File: src/rtl/kt_pkg.sv
// Shared opcode, state and response constants for the KnightsTour command path.
package kt_pkg;

  typedef enum logic [3:0] {
    OP_CAL     = 4'h2,
    OP_MOVE    = 4'h4,
    OP_MOVE_FF = 4'h5,
    OP_TOUR_GO = 4'h6
  } opcode_t;

  typedef logic [2:0] state_t;

  localparam state_t IDLE      = 3'd0;
  localparam state_t CAL       = 3'd1;
  localparam state_t TURN      = 3'd2;
  localparam state_t RAMP_UP   = 3'd3;
  localparam state_t RAMP_DOWN = 3'd4;
  localparam state_t DONE      = 3'd5;

  localparam logic [7:0] RESP_ACK = 8'hA5;

  // Magnitude of a 12-bit two's complement value; 12'h800 maps to itself,
  // which still reads as a large unsigned magnitude.
  function automatic logic [11:0] abs12(input logic [11:0] v);
    return v[11] ? -v : v;
  endfunction

endpackage

File: src/rtl/ir_rise_det.sv
// Single-flop rising-edge detector for an active-high IR line sensor.
module ir_rise_det (
  input  logic clk,
  input  logic rst,
  input  logic ir,
  output logic rise
);

  logic prev;

  always_ff @(posedge clk) begin
    if (rst) prev <= 1'b0;
    else     prev <= ir;
  end

  assign rise = ir & ~prev;

endmodule

File: src/rtl/cmd_proc.sv
// Command processor: decodes RemoteComm commands and sequences gyro calibration,
// heading turns and forward-speed ramps, counting board lines with the centre IR.
module cmd_proc
  import kt_pkg::*;
#(
  parameter bit          FAST_SIM   = 1'b1,
  parameter logic [9:0]  MAX_FRWRD  = 10'h2A0,
  parameter logic [11:0] ERR_THRESH = 12'h030,
  parameter logic [11:0] NUDGE      = 12'h05F
) (
  input  logic        clk,
  input  logic        rst,
  input  logic [15:0] cmd,
  input  logic        cmd_rdy,
  output logic        clr_cmd_rdy,
  output logic        send_resp,
  output logic        strt_cal,
  input  logic        cal_done,
  input  logic [11:0] heading,
  input  logic        heading_rdy,
  input  logic        lftIR,
  input  logic        cntrIR,
  input  logic        rghtIR,
  output logic        moving,
  output logic        en_fusion,
  output logic [9:0]  frwrd,
  output logic [11:0] error,
  output logic        fanfare_go,
  output logic        tour_go
);

  localparam logic [7:0] STEP    = FAST_SIM ? 8'h20 : 8'h03;
  localparam logic [9:0] DN_STEP = {1'b0, STEP, 1'b0};

  state_t      state;
  logic [3:0]  op;
  logic [11:0] desired_heading;
  logic [11:0] heading_d;
  logic [11:0] nudge;
  logic [11:0] raw_error;
  logic [4:0]  target;
  logic [4:0]  sq_cnt;
  logic [4:0]  sq_cnt_nxt;
  logic        cal_resp;
  logic        cntr_rise;
  logic        err_ok;
  logic [10:0] up_sum;
  logic [9:0]  up_val;
  logic [9:0]  dn_val;

  ir_rise_det u_cntr_det (
    .clk  (clk),
    .rst  (rst),
    .ir   (cntrIR),
    .rise (cntr_rise)
  );

  // A left-rail hit pushes the error positive, a right-rail hit negative;
  // both at once cancel out.
  always_comb begin
    nudge = 12'h000;
    if (lftIR && !rghtIR)      nudge = NUDGE;
    else if (rghtIR && !lftIR) nudge = -NUDGE;
  end

  assign raw_error  = heading_d - desired_heading + nudge;
  assign err_ok     = abs12(raw_error) < ERR_THRESH;
  assign error      = (state == IDLE || state == CAL) ? 12'h000 : raw_error;

  assign up_sum     = {1'b0, frwrd} + {3'b000, STEP};
  assign up_val     = (up_sum > {1'b0, MAX_FRWRD}) ? MAX_FRWRD : up_sum[9:0];
  assign dn_val     = (frwrd > DN_STEP) ? frwrd - DN_STEP : 10'h000;
  assign sq_cnt_nxt = sq_cnt + {4'b0000, cntr_rise};

  assign moving     = (state == TURN) || (state == RAMP_UP) || (state == RAMP_DOWN);
  assign en_fusion  = frwrd > {1'b0, MAX_FRWRD[9:1]};
  assign send_resp  = cal_resp || (state == DONE);
  assign fanfare_go = (state == DONE) && (op == OP_MOVE_FF);

  always_ff @(posedge clk) begin
    if (rst) begin
      state           <= IDLE;
      op              <= 4'h0;
      desired_heading <= 12'h000;
      heading_d       <= 12'h000;
      target          <= 5'd0;
      sq_cnt          <= 5'd0;
      frwrd           <= 10'h000;
      clr_cmd_rdy     <= 1'b0;
      strt_cal        <= 1'b0;
      tour_go         <= 1'b0;
      cal_resp        <= 1'b0;
    end else begin
      clr_cmd_rdy <= 1'b0;
      strt_cal    <= 1'b0;
      tour_go     <= 1'b0;
      cal_resp    <= 1'b0;
      heading_d   <= heading;

      case (state)
        // The clr_cmd_rdy guard stops a still-high cmd_rdy from being taken twice.
        IDLE: begin
          if (cmd_rdy && !clr_cmd_rdy) begin
            clr_cmd_rdy <= 1'b1;
            op          <= cmd[15:12];
            case (cmd[15:12])
              OP_CAL: begin
                state    <= CAL;
                strt_cal <= 1'b1;
              end
              OP_MOVE, OP_MOVE_FF: begin
                state           <= TURN;
                desired_heading <= (cmd[11:4] == 8'h00) ? 12'h000 : {cmd[11:4], 4'hF};
                target          <= {cmd[3:0], 1'b0};
                sq_cnt          <= 5'd0;
              end
              OP_TOUR_GO: tour_go <= 1'b1;
              default: ;
            endcase
          end
        end
        CAL: begin
          if (cal_done) begin
            cal_resp <= 1'b1;
            state    <= IDLE;
          end
        end
        TURN: begin
          if (heading_rdy && err_ok)
            state <= (target == 5'd0) ? DONE : RAMP_UP;
        end
        RAMP_UP: begin
          if (heading_rdy) frwrd <= up_val;
          sq_cnt <= sq_cnt_nxt;
          if (sq_cnt_nxt == target) state <= RAMP_DOWN;
        end
        RAMP_DOWN: begin
          if (heading_rdy) frwrd <= dn_val;
          if (frwrd == 10'h000) state <= DONE;
        end
        DONE:    state <= IDLE;
        default: state <= IDLE;
      endcase
    end
  end

endmodule
File: config.mk
export PLATFORM = sky130hd
export DESIGN_NAME = cmd_proc
export DESIGN_NICKNAME = d
export VERILOG_FILES = /design/src/rtl/kt_pkg.sv /design/src/rtl/ir_rise_det.sv /design/src/rtl/cmd_proc.sv
export SDC_FILE = /design/constraint.sdc
export NUM_CORES = 1
export LEC_CHECK = 0
export ABC_AREA = 1
export CAP_MARGIN = 20
export CORE_MARGIN = 2
export CORE_UTILIZATION = 48
export DETAILED_ROUTE_END_ITERATION = 8
export PLACE_DENSITY = 0.78
export SETUP_SLACK_MARGIN = 0.15
export SYNTH_ARGS = -nofsm -noshare
export SYNTH_HDL_FRONTEND = slang
export SYNTH_SLANG_ARGS = --single-unit
File: constraint.sdc
create_clock -name clk -period 4.4 [get_ports clk]
set_clock_uncertainty 0.05 [all_clocks]
set_input_delay 1.32 -clock clk [delete_from_list [all_inputs] [get_ports clk]]
set_output_delay 1.32 -clock clk [all_outputs]
set_load 0.02 [all_outputs]
==> out/metrics.yaml, run 1 <==
outcome:
  status: "finished with violations"
  violations: "setup timing"
global_routing:
  antenna_found_initial: 0
  gr-usage-all-layers: 0.2384
  grt_pass1_vias: 3373
  grt_pass1_wl_um: 14830
  grt-ovfl-total: 0
  grt_max_degree: 27
worst_setup_path:
  cpMaxStageDelayCell: "fa_1"
  cp_data_required_time_ns: 3.03
  worstPathMaxFanout: 5
  path_cells: "buf_6 > buf_12 > inv_12 > ha_4 > inv_6 > fa_1 > inv_2 > ha_4 > buf_4 > nand2_1 > inv_1 > nand2_2 > nand2_2 > nand2_2 > nand2_2 > nand2_2 > nand2_4 > nor2_4 > buf_6"
  end_kind: "primary output"
  worstSetupStartpointType: "input port"
  path_class: "input port to primary output"
  slowest_delay_ns: 0.50
  cp_common_cell: "nand2_2"
  r2r_cells: 20
  crit_arrival_ns: 3.57
finish:
  final_cell_mix: "88 x inv_1, 65 x nor2_1, 57 x nand2_1"
  instances_no_fill: 699
  final_common_cell: "inv_1"
  nets: 671
  syn_to_final_growth_pct: 48.78
  num_antenna_cells: 0
  multiInputGateArea_um2: 2496
  drive_above_1_share: 0.2935
  regArea_um2: 940.9
  fill_cells: 502
clocking:
  cts-root-buf: "clkbuf_8"
  tritoncts: "done"
  insertion_delay_ns: 0.31
  path_clk_slew_ns: 0.09
  cts_buffer_depth: 2
  htree_levels: 2
  cts.sinks: 47
  cts_buffers: 5
power_and_ir_drop:
  combPwrFrac: 0.638
  switching_power_uw: 1059
  swShare: 0.4459
  leakage_uw: 0.002401
  seq_power_share: 0.220
  ir_worst_vdd_uv: 241.5
  internal_power_uw: 1316
  pwr-share-clk: 0.142
  p_per_area_nw_per_um2: 470.0
synth:
  synth_seq_cells: 47
  syn_inst: 502
  synth_fa_ha_area_frac: 0.1459
  synth_compound_area_frac: 0.1010
  seq_area_frac_synth: 0.2771
  yosysWarnings: 0
  synth_area_per_cell_um2: 6.764
  syn_area_um2: 3396
  synthDistinctLibCells: 37
  synth_simple_gate_area_frac: 0.2959
  muxShareOfSynthArea: 0
  synth_top_family_by_area: "simple AND/OR/NAND/NOR gates"
  synthXorXnorAreaFrac: 0.03316
sta:
  hold_ws_ns: 0.4847
  fmax_mhz: 202.3
  worst_slew_pin_slew_ns: 0.8581
  period_minus_slack_ns: 4.944
  rsz0062_at_grt: "true"
  setup_viol: 11
  fin_ws_ns: -0.5443
  hold_violations: 0
  finalSetupTns_ns: -3.992
  final_max_slew_viol_count: 0
  post-route-period-util: 1.124
  slew_headroom: 0.4266
route:
  via_per_inst: 5.112
  vias: 3573
  drc: 0
  firstDrtPassIters: 5
  routedWlPerCell_um: 13.99
  drtIter0Drc: 226
  drt-total-wl_um: 9782
  drtAntennaViolNets: 0
placement:
  globalplace.congestion: 0.8505
  dp_hpwl_um: 6586
  port_buffers: 59
  place_inst: 679
min_path:
  hold_path_class: "flop to flop"
  min_path_cells: 2
floorplan:
  rows: 30
  die_h_um: 88.11
  start_util: 0.4971
  core_area_um2: 6832
  io_pins: 65
  fp.dieW_um: 88.11
  dieArea_um2: 7763
flow_run:
  max_cap_viol_count: 0
[final timing paths]
check                           from         to  slack, ns
setup / recovery              rghtIR  error[10]      -0.54
hold / removal             sq_cnt[2]  sq_cnt[2]       0.48
setup reg to reg  desired_heading[3]   state[0]       1.42
hold reg to reg            sq_cnt[2]  sq_cnt[2]       0.48
[stage by stage]
| stage | power (uW) | util | worst slack, ns | area [um^2] |
|---|---|---|---|---|
| 3_5_place_dp | 1757 | 0.6592 | -1.388 | 4503 |
| 2_1_floorplan | 1342 | - | -0.1481 | 3649 |
| 3_3_place_gp | 1721 | 0.6592 | -1.344 | 4503 |
| 6_report | 2375 | 0.7396 | -0.5443 | 5052 |
| 4_1_cts | 2202 | 0.7059 | -0.4710 | 4822 |
| 5_1_grt | 2513 | 0.7396 | -0.6392 | 5052 |
[flip-flops by register name, summed over array words and instances, names as in the netlist]
name and cells:
op 4, tour_go 1, heading_d 12, u_cntr_det.prev 1, desired_heading 9, sq_cnt 5, target 4, strt_cal 1
state 3, frwrd 5, cal_resp 1, clr_cmd_rdy 1
[what timing repair did]
item | in CTS | in global routing
setup buffers | 6 | 7
pin swaps | 34 | 29
resized for setup | 115 | 45
hold buffers | 0 | 0
endpoints found under the hold margin | 0 | 0
endpoints found under the setup margin | 12 | 12
[final cells by class]
type / count / area share
Clock inverter: 2 / 0.007677
Inverter: 107 / 0.08395
Tap cell: 96 / 0.02377
Sequential cell: 47 / 0.1862
Timing Repair Buffer: 101 / 0.1880
Clock buffer: 6 / 0.01634
Multi-Input combinational cell: 340 / 0.4941
[cell families (layout without fill, tap and decap cells)]
group           Yosys count  after routing
simple gates            230            230
buf+inv                 119            216
compound gates           60             60
flops                    47             47
fa+ha+maj                33             33
xor+xnor                 12             12
other cells               1              5
[power by group through the flow]
stage | combinational, uW | clock, uW | sequential (uW)
6_report | 1520 | 336 | 523
5_1_grt | 1630 | 354 | 529
2_1_floorplan | 809 | 0 | 533
4_1_cts | 1340 | 337 | 522
3_3_place_gp | 1190 | 0 | 527
3_5_place_dp | 1230 | 0 | 531
[routing by layer]
layer | GRT usage | wire, um | vias to the layer above | part of all wire
met4 | 0.06887 | 213 | 0 | 0.022
met1 | 0.3071 | 4071 | 1654 | 0.42
met3 | 0.03205 | 564 | 21 | 0.058
met2 | 0.4180 | 4933 | 153 | 0.50
met5 | 0 | 0 | - | 0
li1 | - | - | 1745 | -
[critical path, delay by kind of cell]
family | cells | cell delay, ns
buffers and inverters | 8 | 0.75
and+or+nand+nor | 8 | 0.59
adders and majority gates | 3 | 0.92
[synth_stat cells]
cell	number	area [um^2]
a21boi_0	1	7.510
a21oi_1	19	95.09
a21oi_2	2	17.52
a22oi_1	2	15.01
a31oi_1	6	37.54
buf_2	1	5.000
buf_4	5	37.54
bufbuf_16	1	32.53
clkbuf_1	5	18.77
conb_1	1	3.750
dfxtp_1	47	940.9
fa_1	11	220.2
ha_1	22	275.3
inv_1	105	394.1
inv_2	2	7.510
nand2_1	88	330.3
nand2_2	4	25.02
nand2_4	1	11.26
nand3_1	35	175.2
nand3_2	3	30.03
nand3b_1	1	7.510
nor2_1	76	285.3
nor2_2	2	12.51
nor2_4	3	33.78
nor3_1	10	50.05
nor4_1	4	25.02
o2111ai_1	1	8.760
o211ai_1	1	7.510
o21ai_0	24	120.1
o21bai_1	1	7.510
o221a_2	1	11.26
o22ai_1	1	6.260
o32ai_1	1	8.760
or2_2	3	18.77
xnor2_1	4	35.03
xor2_1	7	61.31
xor2_2	1	16.27
(Power assumes the default switching activity.)
==> run 2: changes to the inputs <==
--- a/config.mk
+++ b/config.mk
@@ -6,8 +6,9 @@
 export NUM_CORES = 1
 export LEC_CHECK = 0
 export ABC_AREA = 1
+export ABC_CLOCK_PERIOD_IN_PS = 4400
 export CAP_MARGIN = 20
-export CORE_MARGIN = 2
+export CORE_MARGIN = 4
 export CORE_UTILIZATION = 48
 export DETAILED_ROUTE_END_ITERATION = 8
 export PLACE_DENSITY = 0.78
==> run 2 against run 1 <==
  * The run still ends with setup timing left
  * Hold slack worse by 0.012 ns
  * Cell count up 0.14%
  * First-iteration DRC count down 15%
  * Register-to-register slack about the same
  * Count of clock-buffer cells in the layout unchanged
  * Fmax up 0.60%
  * Global-route usage down 3.2 points
  * Utilization down 0.46 points
  * Flip-flop and latch count unchanged
  * Via count down 2.2%
  * Critical endpoint is now error[7]
==> out/metrics.yaml, run 2 (synthesized netlist as in run 1, its figures left out) <==
sta:
  hold_violations: 0
  rsz0062_at_grt: "true"
  post-route-period-util: 1.117
  fin_ws_ns: -0.5146
  slew_headroom: 0.4140
  final_max_slew_viol_count: 0
  fmax_mhz: 203.5
  period_minus_slack_ns: 4.915
  hold_ws_ns: 0.4731
  setup_viol: 11
  worst_slew_pin_slew_ns: 0.8769
route:
  vias: 3495
  drt-total-wl_um: 9695
  drtIter0Drc: 192
  drtAntennaViolNets: 0
  firstDrtPassIters: 6
  drc: 0
  via_per_inst: 4.993
  routedWlPerCell_um: 13.85
worst_setup_path:
  end_kind: "primary output"
  path_class: "input port to primary output"
  r2r_cells: 20
  cp_data_required_time_ns: 3.03
  timing.rr.start: "desired_heading[3]"
  cp-startpoint: "rghtIR"
  worstSetupStartpointType: "input port"
  crit_arrival_ns: 3.54
  worstPathMaxFanout: 5
finish:
  fill_cells: 511
  largest_reg_flops: 12
  regArea_um2: 940.9
  instances_no_fill: 700
  drive_above_1_share: 0.2815
  final_common_cell: "inv_1"
  multiInputGateArea_um2: 2456
  largest_register: "heading_d"
  reg_top3: "heading_d (12), desired_heading (9)"
  nets: 672
  num_antenna_cells: 0
  final_cell_mix: "89 x inv_1, 65 x nor2_1, 58 x nand2_1"
  syn_to_final_growth_pct: 47.86
placement:
  globalplace.congestion: 0.8603
  place_inst: 679
  dp_hpwl_um: 6462
  port_buffers: 59
floorplan:
  fp.dieW_um: 92.11
  io_pins: 65
  dieArea_um2: 8484
  rows: 30
  core_area_um2: 6832
  start_util: 0.4971
  die_h_um: 92.11
clocking:
  insertion_delay_ns: 0.30
  cts-root-buf: "clkbuf_8"
  path_clk_slew_ns: 0.08
  ctsHoldBuffers: 0
  cts_buffer_depth: 2
  tritoncts: "done"
  cts.sinks: 47
  htree_levels: 2
  cts_buffers: 5
power_and_ir_drop:
  pwr-share-clk: 0.154
  seq_power_share: 0.218
  internal_power_uw: 1355
  leakage_uw: 0.002391
  combPwrFrac: 0.628
  swShare: 0.4357
  p_per_area_nw_per_um2: 478.3
  ir_worst_vdd_uv: 242.0
  switching_power_uw: 1046
global_routing:
  gr-usage-all-layers: 0.2069
  grt_pass1_vias: 3344
  grt_max_degree: 27
  grt-ovfl-total: 0
  grt_pass1_wl_um: 14460
  antenna_found_initial: 0
outcome:
  status: "finished with violations"
  violations: "setup timing"
min_path:
  min_path_cells: 2
  hold_path_class: "flop to flop"
  hp-start: "sq_cnt[2]"
flow_run:
  max_cap_viol_count: 0
==> run 2: layout make-up <==
cell class / instances / area share
Sequential cell: 47 / 0.1874
Tap cell: 96 / 0.02392
Timing Repair Buffer: 102 / 0.1891
Multi-Input combinational cell: 340 / 0.4892
Clock buffer: 6 / 0.01445
Inverter: 107 / 0.08398
Clock inverter: 2 / 0.01196
==> run 2: repair_timing <==
action | in CTS | in global routing
setup endpoints to repair | 12 | 12
setup buffers | 10 | 3
pin swaps | 43 | 19
resized for setup | 118 | 30
==> run 2: power groups by stage <==
stage / Clock (uW) / Sequential [uW] / Combinational, uW
after floorplan: 0 / 533 / 809
final: 370 / 523 / 1510
after global placement: 0 / 527 / 1200
after global routing: 394 / 529 / 1620
after CTS: 376 / 521 / 1360
after detailed placement: 0 / 530 / 1230
==> run 2: final timing paths <==
| check | end | slack, ns |
|---|---|---|
| worst min register to register | sq_cnt[2] | 0.47 |
| worst max register to register | state[1] | 1.42 |
| worst max-delay path | error[7] | -0.51 |
| worst min-delay path | sq_cnt[2] | 0.47 |
==> run 2: critical path, stage by stage <==
cell and delay [ns]:
buf_6 0.10, buf_12 0.12, inv_12 0.04, ha_4 0.13
inv_6 0.04, fa_1 0.49, inv_2 0.05, ha_4 0.26
nand2_4 0.07, nand2_4 0.07, a21oi_4 0.17, nand2_2 0.09
buf_4 0.14, buf_6 0.11, nand2_2 0.05, nand2_2 0.08
nor2_4 0.08, buf_6 0.13
==> run 2: through the flow <==
step                      power [uW]  instance area (um^2)  setup TNS (ns)  setup WS, ns    util
after CTS                       2261                  4860          -3.382       -0.4896  0.7114
after floorplan                 1342                  3649         -0.2868       -0.1481       -
after global placement          1725                  4503          -13.52        -1.344  0.6592
after detailed placement        1759                  4503          -14.30        -1.436  0.6592
after global routing            2547                  5021          -4.822       -0.6152  0.7350
final                           2402                  5021          -3.992       -0.5146  0.7350
==> run 2: layer usage <==
| layer | track usage | vias up | share of wire |
|---|---|---|---|
| li1 | - | 1747 | - |
| met1 | 0.2652 | 1584 | 0.41 |
| met2 | 0.3625 | 130 | 0.50 |
| met3 | 0.03281 | 34 | 0.051 |
| met4 | 0.05074 | 0 | 0.032 |
| met5 | 0 | - | 0 |
==> run 3: changes to the inputs <==
--- a/config.mk
+++ b/config.mk
@@ -8,11 +8,12 @@
 export ABC_AREA = 1
 export ABC_CLOCK_PERIOD_IN_PS = 4400
 export CAP_MARGIN = 20
-export CORE_MARGIN = 4
-export CORE_UTILIZATION = 48
+export CORE_MARGIN = 1.5
+export CORE_UTILIZATION = 45
 export DETAILED_ROUTE_END_ITERATION = 8
-export PLACE_DENSITY = 0.78
+export PLACE_DENSITY = 0.73
 export SETUP_SLACK_MARGIN = 0.15
+export SKIP_LAST_GASP = 1
 export SYNTH_ARGS = -nofsm -noshare
 export SYNTH_HDL_FRONTEND = slang
 export SYNTH_SLANG_ARGS = --single-unit
==> run 3 against run 2 <==
  * The flow still finishes with violations (setup timing)
  * Combinational power shrank 9%
  * Routed wire length fell by 17%
  * Flip-flop and latch count unchanged
  * Critical path type unchanged
==> out/metrics.yaml, run 3 (synthesized netlist as in run 1, its figures left out) <==
clocking:
  insertion_delay_ns: 0.30
  tritoncts: "done"
  cts.sinks: 47
  htree_levels: 2
  cts-root-buf: "clkbuf_8"
  cts_buffers: 5
  path_clk_slew_ns: 0.08
  cts_buffer_depth: 2
floorplan:
  rows: 31
  die_h_um: 89.87
  io_pins: 65
  dieArea_um2: 8077
  core_area_um2: 7292
  start_util: 0.4657
  fp.dieW_um: 89.87
finish:
  regArea_um2: 940.9
  largest_register: "heading_d"
  nets: 665
  fill_cells: 666
  fin_util: 0.6615
  final_cell_mix: "92 x inv_1, 66 x nor2_1, 59 x nand2_1"
  final_common_cell: "inv_1"
  syn_to_final_growth_pct: 42.04
  multiInputGateArea_um2: 2360
  largest_reg_flops: 12
  instances_no_fill: 696
  reg_top3: "heading_d (12), desired_heading (9)"
  num_antenna_cells: 0
  drive_above_1_share: 0.2647
  finalInstanceArea_um2: 4823
global_routing:
  met3_usage: 0.03215
  grt.met1_usage: 0.2765
  grt_max_degree: 27
  antenna_found_initial: 0
  top_usage_layer: "met2"
  grt_pass1_wl_um: 14320
  grt_util_met2: 0.3569
  grt-ovfl-total: 0
  gr-usage-all-layers: 0.2100
  grt_pass1_vias: 3288
route:
  drt-total-wl_um: 8087
  via_per_inst: 4.874
  vias: 3392
  drc: 0
  drtIter0Drc: 133
  firstDrtPassIters: 4
  routedWlPerCell_um: 11.62
  drtAntennaViolNets: 0
sta:
  hold_violations: 0
  final_max_slew_viol_count: 0
  fin_ws_ns: -0.4922
  rsz0062_at_grt: "true"
  post-route-period-util: 1.112
  worst_slew_pin_slew_ns: 0.8671
  finalSetupTns_ns: -3.914
  slew_headroom: 0.4205
  setup_viol: 11
  period_minus_slack_ns: 4.892
  fmax_mhz: 204.4
min_path:
  hp-start: "desired_heading[7]"
  hold_path_class: "flop to flop"
  whs_endpoint: "desired_heading[7]"
  min_path_cells: 2
power_and_ir_drop:
  ir_worst_vdd_uv: 220.7
  pwr-share-clk: 0.127
  p_per_area_nw_per_um2: 450.9
  internal_power_uw: 1207
  seq_power_share: 0.239
  switching_power_uw: 967.8
  leakage_uw: 0.002303
  swShare: 0.4450
  combPwrFrac: 0.633
worst_setup_path:
  r2r_cells: 20
  timing.rr.start: "desired_heading[3]"
  path_class: "input port to primary output"
  rrSetupSlack_ns: 1.41
  end_kind: "primary output"
  cpMaxStageDelayCell: "fa_1"
  r2r-end: "state[0]"
  cp_top_family: "adder cells"
  worstSetupStartpointType: "input port"
  path_cells: "buf_6 > buf_12 > inv_12 > ha_4 > inv_6 > fa_1 > inv_2 > ha_4 > nand2_2 > nand2_2 > nand3_2 > nand2_2 > nand2_2 > nand3_2 > xor2_2 > nor2_4 > buf_6"
  worstPathMaxFanout: 5
  crit_arrival_ns: 3.52
  slowest_delay_ns: 0.51
  cp_num_buf_inv: 6
  cp_common_cell: "nand2_2"
  cp_data_required_time_ns: 3.03
  cp-startpoint: "rghtIR"
placement:
  dp_hpwl_um: 6340
  globalplace.congestion: 0.8842
  dpl_cell_area_um2: 4499
  place_inst: 681
  port_buffers: 59
outcome:
  status: "finished with violations"
  violations: "setup timing"
flow_run:
  max_cap_viol_count: 0
## run 3: routing by layer
layer  vias up  part of all wire
met4         0             0.020
li1       1735                 -
met1      1560              0.48
met3        14             0.037
met2        83              0.47
met5         -                 0
## run 3: worst reg2reg max path, stage by stage (launching register included)
cell and delay (ns):
dfxtp_1 0.41, fa_1 0.58, inv_2 0.06, ha_4 0.27
nand2_2 0.06, nand2_2 0.10, nand3_2 0.11, nand2_2 0.09
nand2_2 0.05, nand3_2 0.08, xor2_2 0.23, buf_4 0.16
buf_4 0.09, buf_4 0.09, inv_1 0.03, nand2_1 0.07
nand3_2 0.08, nand2_4 0.09, nand3_1 0.07, nand2_1 0.08
nor2_1 0.05
## run 3: timing repair
item	CTS	global route
pin swaps	28	19
setup endpoints to repair	12	12
hold buffers	0	0
gates resized for setup	107	16
buffers inserted	3	4
gates cloned	0	0
## run 3: power groups by stage
stage                     logic [uW]  clock network, uW  registers, uW
after floorplan                  809                  0            533
after CTS                       1310                285            520
after global placement          1200                  0            528
final                           1380                277            521
after detailed placement        1230                  0            530
after global routing            1510                304            528
## run 3: cell type report
cell class,count,area share
clock buffers,6,0.01712
clock inverters,2,0.003372
inverters,107,0.08742
multi-input cells,340,0.4892
flip-flops and latches,47,0.1951
well taps,99,0.02568
repair buffers,95,0.1821
## run 3: per-stage QoR
stage / hold WS, ns / worst slack, ns / power, uW
4_1_cts: 0.4823 / -0.4620 / 2119
6_report: 0.4759 / -0.4922 / 2175
2_1_floorplan: 0.4221 / -0.1481 / 1342
3_5_place_dp: 0.4597 / -1.459 / 1758
3_3_place_gp: 0.4444 / -1.344 / 1727
5_1_grt: 0.5000 / -0.5871 / 2341
## run 3: how the worst max path moves through the flow
stage	to	slack (ns)	depth (start not counted)
after floorplan	error[11]	-0.15	14
after global placement	error[11]	-1.34	17
after detailed placement	error[11]	-1.46	17
after CTS	error[11]	-0.46	17
after global routing	error[11]	-0.59	17
final	error[11]	-0.49	17
==> RTL edit 1: new RTL, flow settings as in run 1 <==
The parameter `FAST_SIM` goes from 1'b1 to 1'b0.
--- a/src/rtl/cmd_proc.sv
+++ b/src/rtl/cmd_proc.sv
@@ -3,7 +3,7 @@
 module cmd_proc
   import kt_pkg::*;
 #(
-  parameter bit          FAST_SIM   = 1'b1,
+  parameter bit          FAST_SIM   = 1'b0,
   parameter logic [9:0]  MAX_FRWRD  = 10'h2A0,
   parameter logic [11:0] ERR_THRESH = 12'h030,
   parameter logic [11:0] NUDGE      = 12'h05F
Check against the original RTL: not equivalent (a bounded check fails within 4 cycles, from zero or initial values and one cycle with rst high).
==> RTL edit 1 against run 1 <==
The run still ends with negative setup slack left; routed wire length up 13%; critical endpoint unchanged; fmax down 0.52%; largest power group unchanged; final area up 11%; synthesized cell count up 18%; register-to-register slack worse by 110 ps; critical path depth down 1; total power up 8.2%; sequential cell count up 5; core utilization down 1.8 points; sequential power up 18%; synthesized area up 15%; highest routed layer unchanged; non-clock buffer count up 5; worst setup slack worse by 26 ps; sequential share of layout area down 0.14 points.
==> RTL edit 1: results (changes against run 1) <==
Worst EP arrival=3600 ps (+30 ps); initial DRC count=252 (+12%); top cells by area, synth=dfxtp_1 (27%), nand2_1 (12%), inv_1 (10%); dpl cells=771 (+14%); layout cells sized above 1=0.2691 (-0.02447); library cells used by synthesis=42 (+14%); Non-Filler Instances=797 (+14%); met2 wire len=5.189 mm (+5.2%); Sw Pwr=1.192 mW (+13%); dpl ws=-1440 ps (-51.64 ps); slew margin rel.=0.3919 (-0.03471); worst min path class=flop to flop; Clock group=0.290 mW (-14%); total power=2.570 mW (+8.2%); Placer Congestion=0.8864 (+4.2%); vias per cell=5.292 (+3.5%); HP Start=sq_cnt[0]; vias in the first global route=3974 (+18%); H-tree levels=2 (unchanged); maximum number of pins on one net before global-route repair=29 (+7.4%); status=finished with violations; Port Buffers=64 (+8.5%); Post-Syn Area per Cell=6.560 um^2 (-3.0%); dpl hpwl=7.683 mm (+17%); sequential power share=0.240 (+0.020); sequential share of the synthesized area=0.2676 (-0.009472); most frequent cells after synthesis=nand2_1 (128), inv_1 (107), nor2_1 (80); failing checks=negative setup slack; post-synthesis xor/xnor area fraction=0.04246 (+0.009296); R2R Setup Slk=1310 ps (-110 ps); Synth Area in Adders=0.1242 (-0.02175); wire per inst=13.86 um (-0.97%); Setup WS post-layout=-570.2 ps (-25.93 ps); Nets=762 (+14%); Setup TNS=-4324 ps (-331.9 ps); DRT met1 WL=4.947 mm (+22%); PostCTS Resize Cnt=120 (+4.3%); Setup-failing EPs final=11 (unchanged); area post-placement=5107 um^2 (+13%); WHS=418.8 ps (-65.92 ps); Fill cells=580 (+16%); delay-heaviest family, CP=adder cells; worst reg2reg path depth=15 (-25%); total track usage=0.2443 (+0.005917); met3 WL=600 um (+6.4%); first-pass GRT wire length=17.39 mm (+17%); worst hold endpoint=sq_cnt[0]; Worst VDD drop=0.2153 mV (-11%); Top Layer Used=met4; biggest regs=heading_d: 12 flops, frwrd: 10 flops, desired_heading: 9 flops; postcts setup bufs=11 (+5); post-synthesis compound-gate area fraction=0.1251 (+0.02416)
==> RTL edit 1: worst max-delay path by stage <==
stage / from / cells past startpoint / end / slack, ps
floorplan: rghtIR / 14 / error[9] / -130
global placement: rghtIR / 17 / error[9] / -1360
detailed placement: rghtIR / 17 / error[9] / -1440
CTS: lftIR / 18 / error[10] / -490
global route: rghtIR / 18 / error[10] / -670
finish: rghtIR / 18 / error[10] / -570
==> RTL edit 1: area by class of cell <==
| cell class | instances | area, um^2 | share of cell area |
|---|---|---|---|
| tap | 102 | 127.6 | 0.02266 |
| sequential | 52 | 1041 | 0.1848 |
| clock buffer | 6 | 82.58 | 0.01466 |
| inverter | 111 | 444.2 | 0.07885 |
| timing repair buffer | 106 | 1013 | 0.1799 |
| clock inverter | 2 | 13.76 | 0.002443 |
| multi-input combinational | 418 | 2910 | 0.5167 |
==> RTL edit 1: routing by layer <==
layer,track usage,vias up
li1,-,2066
met5,0,-
met2,0.4167,169
met1,0.3275,1952
met4,0.06401,0
met3,0.02970,31
==> RTL edit 2: new RTL, flow settings as in run 1 <==
Made on the original files. `heading_d` no longer has a reset.
--- a/src/rtl/cmd_proc.sv
+++ b/src/rtl/cmd_proc.sv
@@ -82,7 +82,6 @@
       state           <= IDLE;
       op              <= 4'h0;
       desired_heading <= 12'h000;
-      heading_d       <= 12'h000;
       target          <= 5'd0;
       sq_cnt          <= 5'd0;
       frwrd           <= 10'h000;
@@ -95,7 +94,6 @@
       strt_cal    <= 1'b0;
       tour_go     <= 1'b0;
       cal_resp    <= 1'b0;
-      heading_d   <= heading;
 
       case (state)
         // The clr_cmd_rdy guard stops a still-high cmd_rdy from being taken twice.
@@ -144,4 +142,8 @@
     end
   end
 
+  always_ff @(posedge clk) begin
+    heading_d <= heading;
+  end
+
 endmodule
Behaviour: same outputs for any inputs over 4 cycles, from zero or initial values and one cycle with rst high; that may be too few to reach the edited logic, so the function may still have changed.
==> RTL edit 2 against run 1 <==
The run still ends with negative setup slack left; synthesized area shrank 2.5%; total power decreased by 6.0%; worst setup slack better by 130 ps; sequential cell count is the same; critical endpoint is now error[9]; core utilization down 0.83 points; routed wire length decreased by 8.6%; via count fell by 3.3%; synthesized cell count shrank 1.2%; final area is 2.7% lower; critical path type unchanged; critical path depth is 2 lower.
==> RTL edit 2: results (changes against run 1) <==
library cells used by synthesis=36 (-2.7%); crit path max-delay cell type=fa_1; total track usage=0.2369 (-0.001535); maximum number of pins on one net before global-route repair=23 (-15%); initial DRC count=136 (-40%); Nets=669 (-0.30%); most frequent cells after synthesis=inv_1 (103), nand2_1 (100), nor2_1 (65); status=finished with violations; Placer Congestion=0.8621 (+1.4%); dpl ws=-1397 ps (-8.560 ps); vias in the first global route=3350 (-0.68%); worst min path class=flop to flop; failing checks=negative setup slack; Worst-Margin Slew=587.7 ps (-270.4 ps); first-pass GRT wire length=14.35 mm (-3.2%); total number of yosys warnings=0 (unchanged); top cells by area, synth=dfxtp_1 (28%), inv_1 (12%), nand2_1 (11%); Worst EP arrival=3440 ps (-130 ps); Worst VDD drop=0.2215 mV (-8.3%); Static Leak=2.336 nW (-2.7%); Critical Path Max Stage Delay=490 ps; R2R Setup Slk=1290 ps (-130 ps); Util after Layout=0.7313 (-0.008275); layout cells sized above 1=0.2945 (+0.0009768); sequential share of the synthesized area=0.2842 (+0.007121); dpl hpwl=6.382 mm (-3.1%); Setup-failing EPs final=11 (unchanged); Setup WS post-layout=-409.5 ps (+134.7 ps); number of failing hold endpoints at the final stage=0 (unchanged); H-tree levels=2 (unchanged); vias per cell=5.072 (-0.78%); Post-Route WL=8.941 mm (-8.6%)
RTL edit 2: cell types whose count changed after synthesis, moves of 3 or more:
cell	change
nand3_1	-5
a21oi_1	+5
nor3_1	-7
nor2_4	-3
nand4_1	+6
nand2_1	+12
nor2_1	-11
nor2_2	+3
RTL edit 2: final timing paths:
path                       from  endpoint  cells past startpoint
max                      rghtIR  error[9]                     17
min                       op[3]     op[3]                      2
max reg2reg  desired_heading[3]  state[1]                     19
min reg2reg               op[3]     op[3]                      2
RTL edit 2: layout make-up:
class | instances | area, um^2
Fill cell | 516 | 1805
Multi-Input combinational cell | 338 | 2395
Clock inverter | 3 | 22.52
Clock buffer | 5 | 68.82
Inverter | 104 | 412.9
Sequential cell | 47 | 940.9
Tap cell | 80 | 100.1
Timing Repair Buffer | 104 | 973.4
RTL edit 2: layer usage:
layer  track usage  up-vias  wire length [um]
met5             0        -                 0
met4       0.07813        0               152
met3       0.03886       16               327
met2        0.4316       95              4523
met1        0.2803     1601              3937
li1              -     1742                 -
RTL edit 2: cells by family after synthesis:
family	share of synthesized area
xor gates and xnor gates	0.02116
and+or+nand+nor	0.2846
DFF	0.2842
other	0.001133
AOI/OAI and AO/OA	0.1194
buffers and inverters	0.1398
adders and majority gates	0.1497
RTL edit 2: where the power goes:
| part | switching (mW) | total (mW) | internal [mW] | leakage [nW] |
|---|---|---|---|---|
| clock network | 0.169 | 0.283 | 0.114 | 0.0485 |
| logic | 0.797 | 1.43 | 0.638 | 1.90 |
| registers | 0.0411 | 0.516 | 0.475 | 0.386 |
| total | 1.01 | 2.23 | 1.23 | 2.34 |
RTL edit 2: what timing repair did:
item	in CTS	in global routing
hold buffers	0	0
buffers inserted	10	6
setup endpoints to repair	13	12
resized for setup	121	29
pin swaps	44	25
RTL edit 2: through the flow:
step	setup TNS (ps)	power, mW	cell area [um^2]	cells	hold WS, ps
floorplan	-91.72	1.300	3607	500	379.2
global placement	-13680	1.681	4456	657	401.1
detailed placement	-14470	1.709	4456	657	407.0
CTS	-3306	2.119	4766	675	420.7
global route	-4484	2.391	4913	681	445.2
finish	-3488	2.233	4913	681	424.6
RTL edit 2: critical path: cells and delay by family:
family	cells	cell delay [ps]
buffers and inverters	7	610
and+or+nand+nor	6	520
adders and majority gates	3	860
AOI/OAI and AO/OA	1	140
